## src/rtl/inst_fetch_pkg.sv

```systemverilog
// Shared definitions for the instruction fetch unit: datapath width, state and
// fault-cause encodings, and the reset instruction.
package inst_fetch_pkg;

  localparam int CPU_WIDTH = 32;
  localparam logic [31:0] NOP_INST = 32'h00000013;

  typedef enum logic [2:0] {
    ST_IDLE  = 3'd0,
    ST_REQ   = 3'd1,
    ST_WAIT  = 3'd2,
    ST_VALID = 3'd3,
    ST_DRAIN = 3'd4,
    ST_FAULT = 3'd5
  } fetch_state_e;

  typedef enum logic [1:0] {
    CAUSE_NONE     = 2'b00,
    CAUSE_MISALIGN = 2'b01,
    CAUSE_BUS      = 2'b10,
    CAUSE_TIMEOUT  = 2'b11
  } fault_cause_e;

  function automatic logic pc_misaligned(input logic [CPU_WIDTH-1:0] pc);
    return pc[1:0] != 2'b00;
  endfunction

endpackage

```

## src/rtl/inst_fetch_timer.sv

```systemverilog
// Clearable saturating cycle counter; expired is high once the count reaches
// TIMEOUT_CYCLES-1, i.e. in the last cycle the awaited event may still occur.
module fetch_timer #(
  parameter int TIMEOUT_CYCLES = 256
) (
  input  logic clk,
  input  logic rst,
  input  logic clr,
  input  logic inc,
  output logic expired
);

  localparam int W = (TIMEOUT_CYCLES > 2) ? $clog2(TIMEOUT_CYCLES) : 1;
  localparam logic [W-1:0] LIMIT = W'(TIMEOUT_CYCLES - 1);

  logic [W-1:0] count_q, count_d;

  always_comb begin
    count_d = count_q;
    if (clr) begin
      count_d = '0;
    end else if (inc && (count_q != LIMIT)) begin
      count_d = count_q + 1'b1;
    end
  end

  always_ff @(posedge clk) begin
    if (rst) begin
      count_q <= '0;
    end else begin
      count_q <= count_d;
    end
  end

  assign expired = (count_q == LIMIT);

endmodule

```

## src/rtl/inst_fetch.sv

```systemverilog
// Instruction fetch unit: one outstanding read to instruction memory, holds the
// fetched word until the core acks it, and latches a sticky fault on error.
module inst_fetch
  import inst_fetch_pkg::*;
#(
  parameter int TIMEOUT_CYCLES = 256
) (
  input  logic                 clk,
  input  logic                 rst,
  input  logic [CPU_WIDTH-1:0] pc_i,
  input  logic                 fetch_en,
  input  logic                 flush,
  input  logic                 inst_ack,
  output logic                 mem_req_valid,
  input  logic                 mem_req_ready,
  output logic [CPU_WIDTH-1:0] mem_req_addr,
  input  logic                 mem_rsp_valid,
  input  logic [31:0]          mem_rsp_data,
  input  logic                 mem_rsp_err,
  output logic [31:0]          inst_o,
  output logic                 inst_valid,
  output logic                 fault,
  output logic [1:0]           fault_cause
);

  fetch_state_e         state_q, state_d;
  logic                 req_valid_q, req_valid_d;
  logic [CPU_WIDTH-1:0] req_addr_q, req_addr_d;
  logic [31:0]          inst_q, inst_d;
  logic                 inst_valid_q, inst_valid_d;
  logic                 fault_q, fault_d;
  logic [1:0]           cause_q, cause_d;
  logic                 timer_clr, timer_inc, timer_expired;
  logic                 req_hs;

  assign req_hs = req_valid_q & mem_req_ready;

  fetch_timer #(
    .TIMEOUT_CYCLES(TIMEOUT_CYCLES)
  ) u_timer (
    .clk     (clk),
    .rst     (rst),
    .clr     (timer_clr),
    .inc     (timer_inc),
    .expired (timer_expired)
  );

  always_comb begin
    state_d    = state_q;
    req_addr_d = req_addr_q;
    inst_d     = inst_q;
    cause_d    = cause_q;
    timer_clr  = 1'b0;
    timer_inc  = (state_q == ST_REQ) || (state_q == ST_WAIT) || (state_q == ST_DRAIN);

    case (state_q)
      ST_IDLE: begin
        if (fetch_en) begin
          if (pc_misaligned(pc_i)) begin
            state_d = ST_FAULT;
            cause_d = CAUSE_MISALIGN;
          end else begin
            state_d    = ST_REQ;
            req_addr_d = pc_i;
            timer_clr  = 1'b1;
          end
        end
      end

      ST_REQ: begin
        if (req_hs) begin
          state_d = flush ? ST_DRAIN : ST_WAIT;
        end else if (flush) begin
          state_d = ST_IDLE;
        end else if (timer_expired) begin
          state_d = ST_FAULT;
          cause_d = CAUSE_TIMEOUT;
        end
      end

      ST_WAIT: begin
        // A response arriving alongside flush is simply dropped; there is
        // nothing left to drain.
        if (mem_rsp_valid) begin
          if (flush) begin
            state_d = ST_IDLE;
          end else if (mem_rsp_err) begin
            state_d = ST_FAULT;
            cause_d = CAUSE_BUS;
          end else begin
            state_d = ST_VALID;
            inst_d  = mem_rsp_data;
          end
        end else if (timer_expired) begin
          state_d = ST_FAULT;
          cause_d = CAUSE_TIMEOUT;
        end else if (flush) begin
          state_d = ST_DRAIN;
        end
      end

      ST_VALID: begin
        if (flush) begin
          state_d = ST_IDLE;
        end else if (inst_ack) begin
          if (!fetch_en) begin
            state_d = ST_IDLE;
          end else if (pc_misaligned(pc_i)) begin
            state_d = ST_FAULT;
            cause_d = CAUSE_MISALIGN;
          end else begin
            state_d    = ST_REQ;
            req_addr_d = pc_i;
            timer_clr  = 1'b1;
          end
        end
      end

      ST_DRAIN: begin
        if (mem_rsp_valid) begin
          state_d = ST_IDLE;
        end else if (timer_expired) begin
          state_d = ST_FAULT;
          cause_d = CAUSE_TIMEOUT;
        end
      end

      default: begin
        state_d = ST_FAULT;
      end
    endcase

    req_valid_d  = (state_d == ST_REQ);
    inst_valid_d = (state_d == ST_VALID);
    fault_d      = (state_d == ST_FAULT);
  end

  always_ff @(posedge clk) begin
    if (rst) begin
      state_q      <= ST_IDLE;
      req_valid_q  <= 1'b0;
      req_addr_q   <= '0;
      inst_q       <= NOP_INST;
      inst_valid_q <= 1'b0;
      fault_q      <= 1'b0;
      cause_q      <= CAUSE_NONE;
    end else begin
      state_q      <= state_d;
      req_valid_q  <= req_valid_d;
      req_addr_q   <= req_addr_d;
      inst_q       <= inst_d;
      inst_valid_q <= inst_valid_d;
      fault_q      <= fault_d;
      cause_q      <= cause_d;
    end
  end

  assign mem_req_valid = req_valid_q;
  assign mem_req_addr  = req_addr_q;
  assign inst_o        = inst_q;
  assign inst_valid    = inst_valid_q;
  assign fault         = fault_q;
  assign fault_cause   = cause_q;

endmodule

```

## config.mk

```make
export PLATFORM = sky130hd
export DESIGN_NAME = inst_fetch
export DESIGN_NICKNAME = d
export VERILOG_FILES = /design/src/rtl/inst_fetch_pkg.sv /design/src/rtl/inst_fetch_timer.sv /design/src/rtl/inst_fetch.sv
export SDC_FILE = /design/constraint.sdc
export NUM_CORES = 1
export LEC_CHECK = 0
export ABC_AREA = 1
export CAP_MARGIN = 15
export CORE_MARGIN = 3
export CORE_UTILIZATION = 46
export CTS_CLUSTER_SIZE = 16
export DETAILED_ROUTE_END_ITERATION = 16
export GPL_ROUTABILITY_DRIVEN = 0
export HOLD_SLACK_MARGIN = 0.05
export PLACE_DENSITY_LB_ADDON = 0.15
export SKIP_CTS_REPAIR_TIMING = 1
export SYNTH_ARGS = -nofsm -noshare
export SYNTH_HDL_FRONTEND = slang
export SYNTH_SLANG_ARGS = --single-unit
```

## constraint.sdc

```tcl
create_clock -name clk -period 4 [get_ports clk]
set_input_delay 0.8 -clock clk [delete_from_list [all_inputs] [get_ports clk]]
set_output_delay 0.8 -clock clk [all_outputs]
set_load 0.01 [all_outputs]
```

==> summary.txt, run 1 <==
Status
  – Outcome: finished clean

Logic synthesis
  – Synthesized Nets: 511
  – Yosys cell types: 30
  – Top post-synthesis cells by area: dfxtp_1, nand2_1, a21oi_1, inv_1, a21oi_2
  – Syn avg cell area: 7.821 sq um
  – Count leader, synth: nand2_1
  – EDFF count, synth: 0
  – Area leader, netlist: dfxtp_1
  – Netlist Area Pre-Place: 0.003426 sq mm
  – Synth top area share: 0.4675
  – Synth cell count leaders: nand2_1, dfxtp_1, inv_1
  – Number of synthesized register bits: 80
  – Mapped Cells: 438
  – Post-synth ARST share: 0
  – Ys Warns: 0
  – Sequential area share after synthesis: 0.4675
  – Primary FF master, synth: dfxtp_1

CTS
  – Num CTS Buffers: 9
  – Sink Count: 80
  – CTS Buffer Depth: 2
  – Htree depth: 3
  – CTS root buffer: clkbuf_8
  – CTS tree: built
  – Clock Latency Late Sink: 0.34 ns
  – Worst-path clk slew: 0.08 ns

Timing
  – Final min period: 2.509 ns
  – Final hold vios: 0
  – Setup_tns: 0 ns
  – RSZ-0062 raised after global routing: no
  – Max-slew headroom: 0.6223
  – Slew @ Worst Pin: 0.5658 ns
  – Hold slack: 0.4430 ns
  – Final setup viols: 0
  – F_max: 0.3985 GHz
  – Period utilization: 0.6274
  – Clock Skew: 0.006631 ns
  – Final worst slack: 1.491 ns
  – Final max-slew violation count: 0

Routing
  – Antenna viol nets, final: 0
  – Initial DRC Count: 151
  – First-pass DRT Iterations: 6
  – Vias per cell: 4.892
  – DR WL/cell: 12.88 microns
  – Routed via count: 3292
  – Routed WL: 8668 microns
  – DRC Markers: 0

Cells and area
  – Antenna diodes: 0
  – # nets final: 645
  – Area growth from synthesis to layout: 47.85%
  – Fraction of layout cells with a size suffix above 1: 0.1300
  – Fill cells: 556

Global route
  – Gr ovfl total: 0
  – Gr usage total: 0.2045
  – Initial antenna violation count: 0
  – Largest net degree at the start of global routing: 35
  – First-pass GRT wire length: 14120 microns
  – Vias in the first global route: 3070

Setup path
  – Critical Path Start: mem_rsp_valid
  – Crit. End Element: flip-flop
  – Worst R2R Start: state_q[2]$_SDFF_PP0_
  – Critical path fanouts, max: 34
  – CP arrival: 2.78 ns
  – Worst setup SP type: primary input
  – WS Path Type: in2reg
  – Worst EP required: 4.27 ns

Floorplanning
  – Site Rows: 30
  – Die H: 92.30 microns
  – Starting Density: 0.4881
  – Die W: 92.30 microns
  – Die area: 0.008519 sq mm
  – Ports: 141
  – Core area: 0.007019 sq mm

Placed design
  – Dpl ws: 1.117 ns
  – HPWL after detailed placement: 6376 microns
  – Input/output buffers: 140

Job
  – Max_cap viols: 0

Worst hold path
  – Min-Delay Path Class: reg2reg
  – Hold Crit Start: mem_req_addr[2]$_SDFFE_PP0P_

Pwr
  – P_leak: 0.001858 uW
  – Power Density: 341.1 mW/mm^2
  – Peak VDD IR: 0.0002743 V
## where the power goes
| part | leakage (uW) | switching [uW] | internal (uW) | total [uW] |
|---|---|---|---|---|
| registers | 0.000648 | 17.9 | 821 | 839 |
| clock network | 0.0000991 | 292 | 354 | 646 |
| logic | 0.00111 | 115 | 128 | 244 |
| total | 0.00186 | 425 | 1300 | 1730 |
## final cells by class
type                    count  area [sq um]  share of cell area
clock buffers              10         127.6             0.02520
clock inverters             6         91.34             0.01803
inverters                  56         211.5             0.04175
multi-input cells         282          1489              0.2940
flip-flops and latches     80          1602              0.3162
well taps                  96         120.1             0.02372
repair buffers            143          1424              0.2811
## worst paths after layout
kind | end | slack, ns | cells after the start
worst max register to register | inst_o[2]$_SDFFE_PP0P_ | 1.88 | 7
worst min-delay path | mem_req_addr[2]$_SDFFE_PP0P_ | 0.44 | 2
worst max-delay path | inst_o[26]$_SDFFE_PP0P_ | 1.49 | 7
worst min register to register | mem_req_addr[2]$_SDFFE_PP0P_ | 0.44 | 2
## kinds of logic after synthesis
kind of cell    count (synthesis)  share of synthesized area
fa+ha+maj                       1                   0.003652
simple gates                  169                     0.2400
buf+inv                        76                    0.09788
flops                          80                     0.4675
xor+xnor                        4                    0.01023
compound gates                108                     0.1808
## routing by layer
metal / routed length, microns / share of wire / up-vias / global-route usage
met5: 0 / 0 / - / 0
met4: 146 / 0.017 / 0 / 0.08416
met3: 914 / 0.11 / 16 / 0.07392
met2: 3950 / 0.46 / 146 / 0.3227
met1: 3657 / 0.42 / 1460 / 0.2527
li1: - / - / 1670 / -
## state kept, by name, summed over array words and instances (netlist names)
name / cells
fault: 1
fault_cause: 2
inst_o: 32
inst_valid: 1
mem_req_addr: 32
mem_req_valid: 1
state_q: 3
u_timer.count_q: 8
## worst max-delay path: stages
cell and delay [ns]:
clkdlybuf4s50_1 0.55, inv_1 0.12, nor2_4 0.17, nand3_4 0.33, clkinv_2 0.54, nand2_1 0.10, a21oi_1 0.15
## cell usage in the layout, fill, tap and decap left out, types with 2 or more instances in the layout
cell type,Yosys,layout
nor2_2,3,3
nor2_1,16,16
clkbuf_8,0,9
clkinvlp_4,0,3
a21oi_1,48,48
nand2_2,23,23
clkdlybuf4s50_1,0,140
a21oi_2,20,20
nor3_1,2,2
inv_2,2,2
nor2_4,2,2
xor2_1,2,2
xnor2_1,2,2
inv_1,53,53
o21ai_1,29,29
bufinv_16,0,2
nand4_1,7,7
nand3_4,2,2
nand2_1,92,92
nand3_1,17,17
o21ai_0,10,10
buf_4,3,3
dfxtp_1,80,80
## through the flow
step	util	cells	power (uW)	cell area, sq um
6_report	0.7216	673	1728	5065
3_3_place_gp	0.6904	657	1094	4846
4_1_cts	0.7216	673	1745	5065
5_1_grt	0.7216	673	1807	5065
2_1_floorplan	-	438	966.7	3426
3_5_place_dp	0.6904	657	1100	4846
Note: power is estimated with default switching activity, not from simulation.
==> inputs of run 2 (changes only) <==
--- a/config.mk
+++ b/config.mk
@@ -8,7 +8,7 @@
 export ABC_AREA = 1
 export CAP_MARGIN = 15
 export CORE_MARGIN = 3
-export CORE_UTILIZATION = 46
+export CORE_UTILIZATION = 43
 export CTS_CLUSTER_SIZE = 16
 export DETAILED_ROUTE_END_ITERATION = 16
 export GPL_ROUTABILITY_DRIVEN = 0
==> constraint.sdc (replaced) <==
create_clock -name clk -period 2.4 [get_ports clk]
set_input_delay 0.48 -clock clk [delete_from_list [all_inputs] [get_ports clk]]
set_output_delay 0.48 -clock clk [all_outputs]
set_load 0.01 [all_outputs]
==> summary.txt, run 2 (synthesis results as in run 1) <==
Status
  – Outcome: finished clean

Setup path
  – Reg2Reg Setup Slack: 0.69 ns
  – Crit. End Element: flip-flop
  – WS Path Type: in2reg
  – Worst setup SP type: primary input
  – Worst R2R Start: u_timer.count_q[0]$_SDFFE_PP0P_
  – Reg2reg end: u_timer.count_q[3]$_SDFFE_PP0P_
  – Critical path fanouts, max: 32
  – CP arrival: 2.08 ns
  – Worst EP required: 2.66 ns
  – Worst Reg-to-Reg Cells: 9

Global route
  – Initial antenna violation count: 0
  – First-pass GRT wire length: 14380 microns
  – Gr usage total: 0.1998
  – Vias in the first global route: 3198
  – Gr ovfl total: 0
  – Largest net degree at the start of global routing: 33

CTS
  – CTS tree: built
  – Num CTS Buffers: 9
  – Worst-path clk slew: 0.07 ns
  – Clock Latency Late Sink: 0.34 ns
  – CTS Buffer Depth: 2
  – Sink Count: 80
  – CTS root buffer: clkbuf_8
  – Htree depth: 3

Cells and area
  – Antenna diodes: 0
  – Area growth from synthesis to layout: 49.78%
  – # nets final: 650
  – Non-filler cells, final: 680
  – Commonest non-fill, non-tap cell in the layout: clkdlybuf4s50_1
  – Post-route cell area: 0.005131 sq mm
  – Fraction of layout cells with a size suffix above 1: 0.1377
  – Core Util, Final: 0.6854
  – Commonest non-fill, non-tap cells in the layout: clkdlybuf4s50_1, nand2_1, dfxtp_1, inv_1, a21oi_1

Floorplanning
  – Ports: 141
  – Core area: 0.007486 sq mm
  – Die W: 95.26 microns
  – Die area: 0.009074 sq mm
  – Die H: 95.26 microns
  – Site Rows: 31
  – Starting Density: 0.4576

Timing
  – F_max: 0.5498 GHz
  – RSZ-0062 raised after global routing: no
  – Final max-slew violation count: 0
  – Final min period: 1.819 ns
  – Max-slew headroom: 0.7233
  – Final hold vios: 0
  – Hold slack: 0.4444 ns
  – Setup_tns: 0 ns
  – Final setup viols: 0
  – Clock Skew: 0.007884 ns
  – Period utilization: 0.7578
  – Slew @ Worst Pin: 0.4108 ns

Job
  – Max_cap viols: 0

Worst hold path
  – Min-Delay Path Class: reg2reg
  – Hold Crit Start: mem_req_addr[9]$_SDFFE_PP0P_
  – Cells on Worst Hold Path: 2
  – Hold path endpoint: mem_req_addr[9]$_SDFFE_PP0P_

Placed design
  – Placed Instances: 665
  – Placed cell area: 0.004912 sq mm
  – HPWL after detailed placement: 6558 microns
  – Input/output buffers: 140

Routing
  – Initial DRC Count: 113
  – Vias per cell: 4.762
  – First-pass DRT Iterations: 6
  – Routed WL: 8763 microns
  – Routed via count: 3238
  – Antenna viol nets, final: 0
  – DRC Markers: 0
  – DR WL/cell: 12.89 microns

Pwr
  – Power Density: 560.2 mW/mm^2
  – P_leak: 0.001900 uW
  – Peak VDD IR: 0.0003850 V
==> run 2: stage by stage <==
step / power [uW] / setup slack, ns
floorplan: 1611 / 1.037
global route: 3010 / 0.4461
detailed placement: 1840 / 0.2341
finish: 2875 / 0.5812
global placement: 1831 / 0.3007
CTS: 2911 / 0.5939
==> run 2: layout make-up <==
type / count / area [sq um]
fillers: 609 / 2355
repair buffers: 148 / 1486
clock buffers: 10 / 137.6
inverters: 56 / 211.5
flip-flops and latches: 80 / 1602
multi-input cells: 282 / 1489
well taps: 99 / 123.9
clock inverters: 5 / 81.33
==> run 2: report_power, final <==
group / total [uW] / switching, uW / internal, uW / leakage [uW]
Combinational: 412 / 193 / 219 / 0.00114
Clock: 1070 / 457 / 608 / 0.000108
Sequential: 1400 / 29.3 / 1370 / 0.000648
==> run 2: worst max-delay path by stage <==
| stage | startpoint | to | cells after the start |
|---|---|---|---|
| global placement | flush | mem_req_addr[19]$_SDFFE_PP0P_ | 8 |
| detailed placement | flush | mem_req_addr[18]$_SDFFE_PP0P_ | 8 |
| finish | flush | mem_req_addr[18]$_SDFFE_PP0P_ | 8 |
| CTS | flush | mem_req_addr[18]$_SDFFE_PP0P_ | 8 |
| floorplan | u_timer.count_q[0]$_SDFFE_PP0P_ | u_timer.count_q[2]$_SDFFE_PP0P_ | 8 |
| global route | flush | mem_req_valid$_SDFF_PP0_ | 10 |
==> run 2: per-layer routing <==
metal / wire, microns / share of wire / GRT usage / vias up
li1: - / - / - / 1677
met3: 919 / 0.10 / 0.09550 / 6
met1: 3453 / 0.39 / 0.2281 / 1445
met5: 0 / 0 / 0 / -
met2: 4333 / 0.49 / 0.3388 / 110
met4: 55 / 0.0063 / 0.04327 / 0
==> run 2: worst max-delay path, stage by stage <==
cell	delay [ns]
clkdlybuf4s50_1	0.59
inv_2	0.12
nand2_1	0.11
nand2_2	0.09
nand4_4	0.13
buf_4	0.31
o21ai_1	0.11
a21oi_1	0.14
==> inputs of run 3 (changes only) <==
==> constraint.sdc (replaced) <==
create_clock -name clk -period 1.7 [get_ports clk]
set_input_delay 0.34 -clock clk [delete_from_list [all_inputs] [get_ports clk]]
set_output_delay 0.34 -clock clk [all_outputs]
set_load 0.01 [all_outputs]
==> summary.txt, run 3 (synthesis results as in run 1) <==
Status
  – Outcome: finished clean

Timing
  – Final max-slew violation count: 0
  – Final min period: 1.600 ns
  – RSZ-0062 raised after global routing: no
  – Final setup viols: 0
  – Clock Skew: 0.008168 ns
  – F_max: 0.6249 GHz
  – Hold slack: 0.4435 ns
  – Final hold vios: 0
  – Max-slew headroom: 0.7145
  – Period utilization: 0.9413
  – Slew @ Worst Pin: 0.4282 ns

Setup path
  – Crit path cell chain: clkdlybuf4s50_1
  – Levels on crit path: 1
  – Critical path fanouts, max: 2
  – Worst Reg-to-Reg Cells: 9
  – Crit. End Element: primary output
  – CP max stage delay: 0.56 ns
  – CP bufs+invs: 1
  – Reg2Reg Setup Slack: 0.14 ns
  – WS Path Type: reg2out
  – Worst setup SP type: flip-flop
  – Crit path max-delay cell type: clkdlybuf4s50_1
  – CP delay by family, top: buffers and inverters
  – Worst EP required: 1.36 ns
  – End point of the critical path: mem_req_addr[4]
  – CP arrival: 1.26 ns
  – Worst R2R Start: u_timer.count_q[0]$_SDFFE_PP0P_
  – Critical Path Start: mem_req_addr[4]$_SDFFE_PP0P_
  – Reg2reg end: mem_req_valid$_SDFF_PP0_

Routing
  – Routed via count: 3279
  – DRC Markers: 0
  – Routed WL: 8893 microns
  – Antenna viol nets, final: 0
  – Vias per cell: 4.738
  – DR WL/cell: 12.85 microns
  – First-pass DRT Iterations: 4
  – Initial DRC Count: 141

CTS
  – Num CTS Buffers: 9
  – CTS root buffer: clkbuf_8
  – Sink Count: 80
  – Clock Latency Late Sink: 0.35 ns
  – CTS tree: built
  – Worst-path clk slew: 0.08 ns
  – Htree depth: 3
  – CTS Buffer Depth: 2

Floorplanning
  – Die W: 95.26 microns
  – Site Rows: 31
  – Die H: 95.26 microns
  – Die area: 0.009074 sq mm
  – Ports: 141
  – Starting Density: 0.4576
  – Core area: 0.007486 sq mm

Cells and area
  – # nets final: 662
  – Post-route cell area: 0.005250 sq mm
  – Fill cells: 627
  – Area growth from synthesis to layout: 53.25%
  – Antenna diodes: 0
  – Non-filler cells, final: 692
  – Commonest non-fill, non-tap cell in the layout: clkdlybuf4s50_1
  – Fraction of layout cells with a size suffix above 1: 0.1585
  – Commonest non-fill, non-tap cells in the layout: clkdlybuf4s50_1, nand2_1, dfxtp_1, inv_1, a21oi_1

Worst hold path
  – Hold Crit Start: mem_req_addr[30]$_SDFFE_PP0P_
  – Min-Delay Path Class: reg2reg

Placed design
  – HPWL after detailed placement: 6691 microns
  – Placed Instances: 677
  – Input/output buffers: 140
  – Placed cell area: 0.005027 sq mm

Pwr
  – Peak VDD IR: 0.0005618 V
  – Power Density: 773.3 mW/mm^2
  – Tot Pwr: 4060 uW
  – P_leak: 0.001980 uW

Global route
  – Gr usage total: 0.2010
  – Initial antenna violation count: 0
  – Gr ovfl total: 0
  – First-pass GRT wire length: 14340 microns
  – Largest net degree at the start of global routing: 33
  – Vias in the first global route: 3151

Job
  – Max_cap viols: 0
-- run 3: changes by cell type in the layout (fill, tap and decap cells not counted), sizes merged --
cell / change
buf: +12
clkdlybuf4s50: -1
clkinv: -1
dlymetal6s2s: +1
inv: +1
-- run 3: worst min-delay path by stage --
stage / to / slack, ns / depth (start not counted)
floorplan: inst_o[0]$_SDFFE_PP1P_ / 0.45 / 2
global placement: mem_req_addr[10]$_SDFFE_PP0P_ / 0.43 / 2
detailed placement: mem_req_addr[7]$_SDFFE_PP0P_ / 0.44 / 2
CTS: mem_req_addr[30]$_SDFFE_PP0P_ / 0.45 / 2
global route: mem_req_addr[30]$_SDFFE_PP0P_ / 0.46 / 2
finish: mem_req_addr[30]$_SDFFE_PP0P_ / 0.44 / 2
-- run 3: power breakdown --
group / total, uW / switching [uW] / internal [uW]
combinational: 606 / 278 / 329
sequential: 1980 / 43.6 / 1930
clock: 1480 / 656 / 822
-- run 3: layout make-up --
class,instances,area (sq um),share of cell area
clock buffer,10,127.6,0.02431
sequential,80,1603,0.3053
clock inverter,5,81.33,0.01549
timing repair buffer,160,1604,0.3055
multi-input combinational,282,1499,0.2855
inverter,56,211.5,0.04028
tap,99,123.9,0.02359
-- run 3: metrics by stage --
step           setup WS [ns]  utilization  setup TNS [ns]
3_5_place_dp        -0.09915       0.6716          -1.881
3_3_place_gp        -0.02175       0.6716         -0.2275
2_1_floorplan         0.3367            -               0
4_1_cts             -0.01157       0.6995        -0.01157
5_1_grt              0.01696       0.7013               0
6_report             0.09980       0.7013               0
-- run 3: metal layers --
metal  wire length [microns]  track usage  up-vias  part of all wire
met5                       0            0        -                 0
met4                      80      0.05288        0            0.0090
met3                     922       0.1010        8              0.10
met2                    4284       0.3312      116              0.48
met1                    3605       0.2306     1446              0.41
li1                        -            -     1709                 -
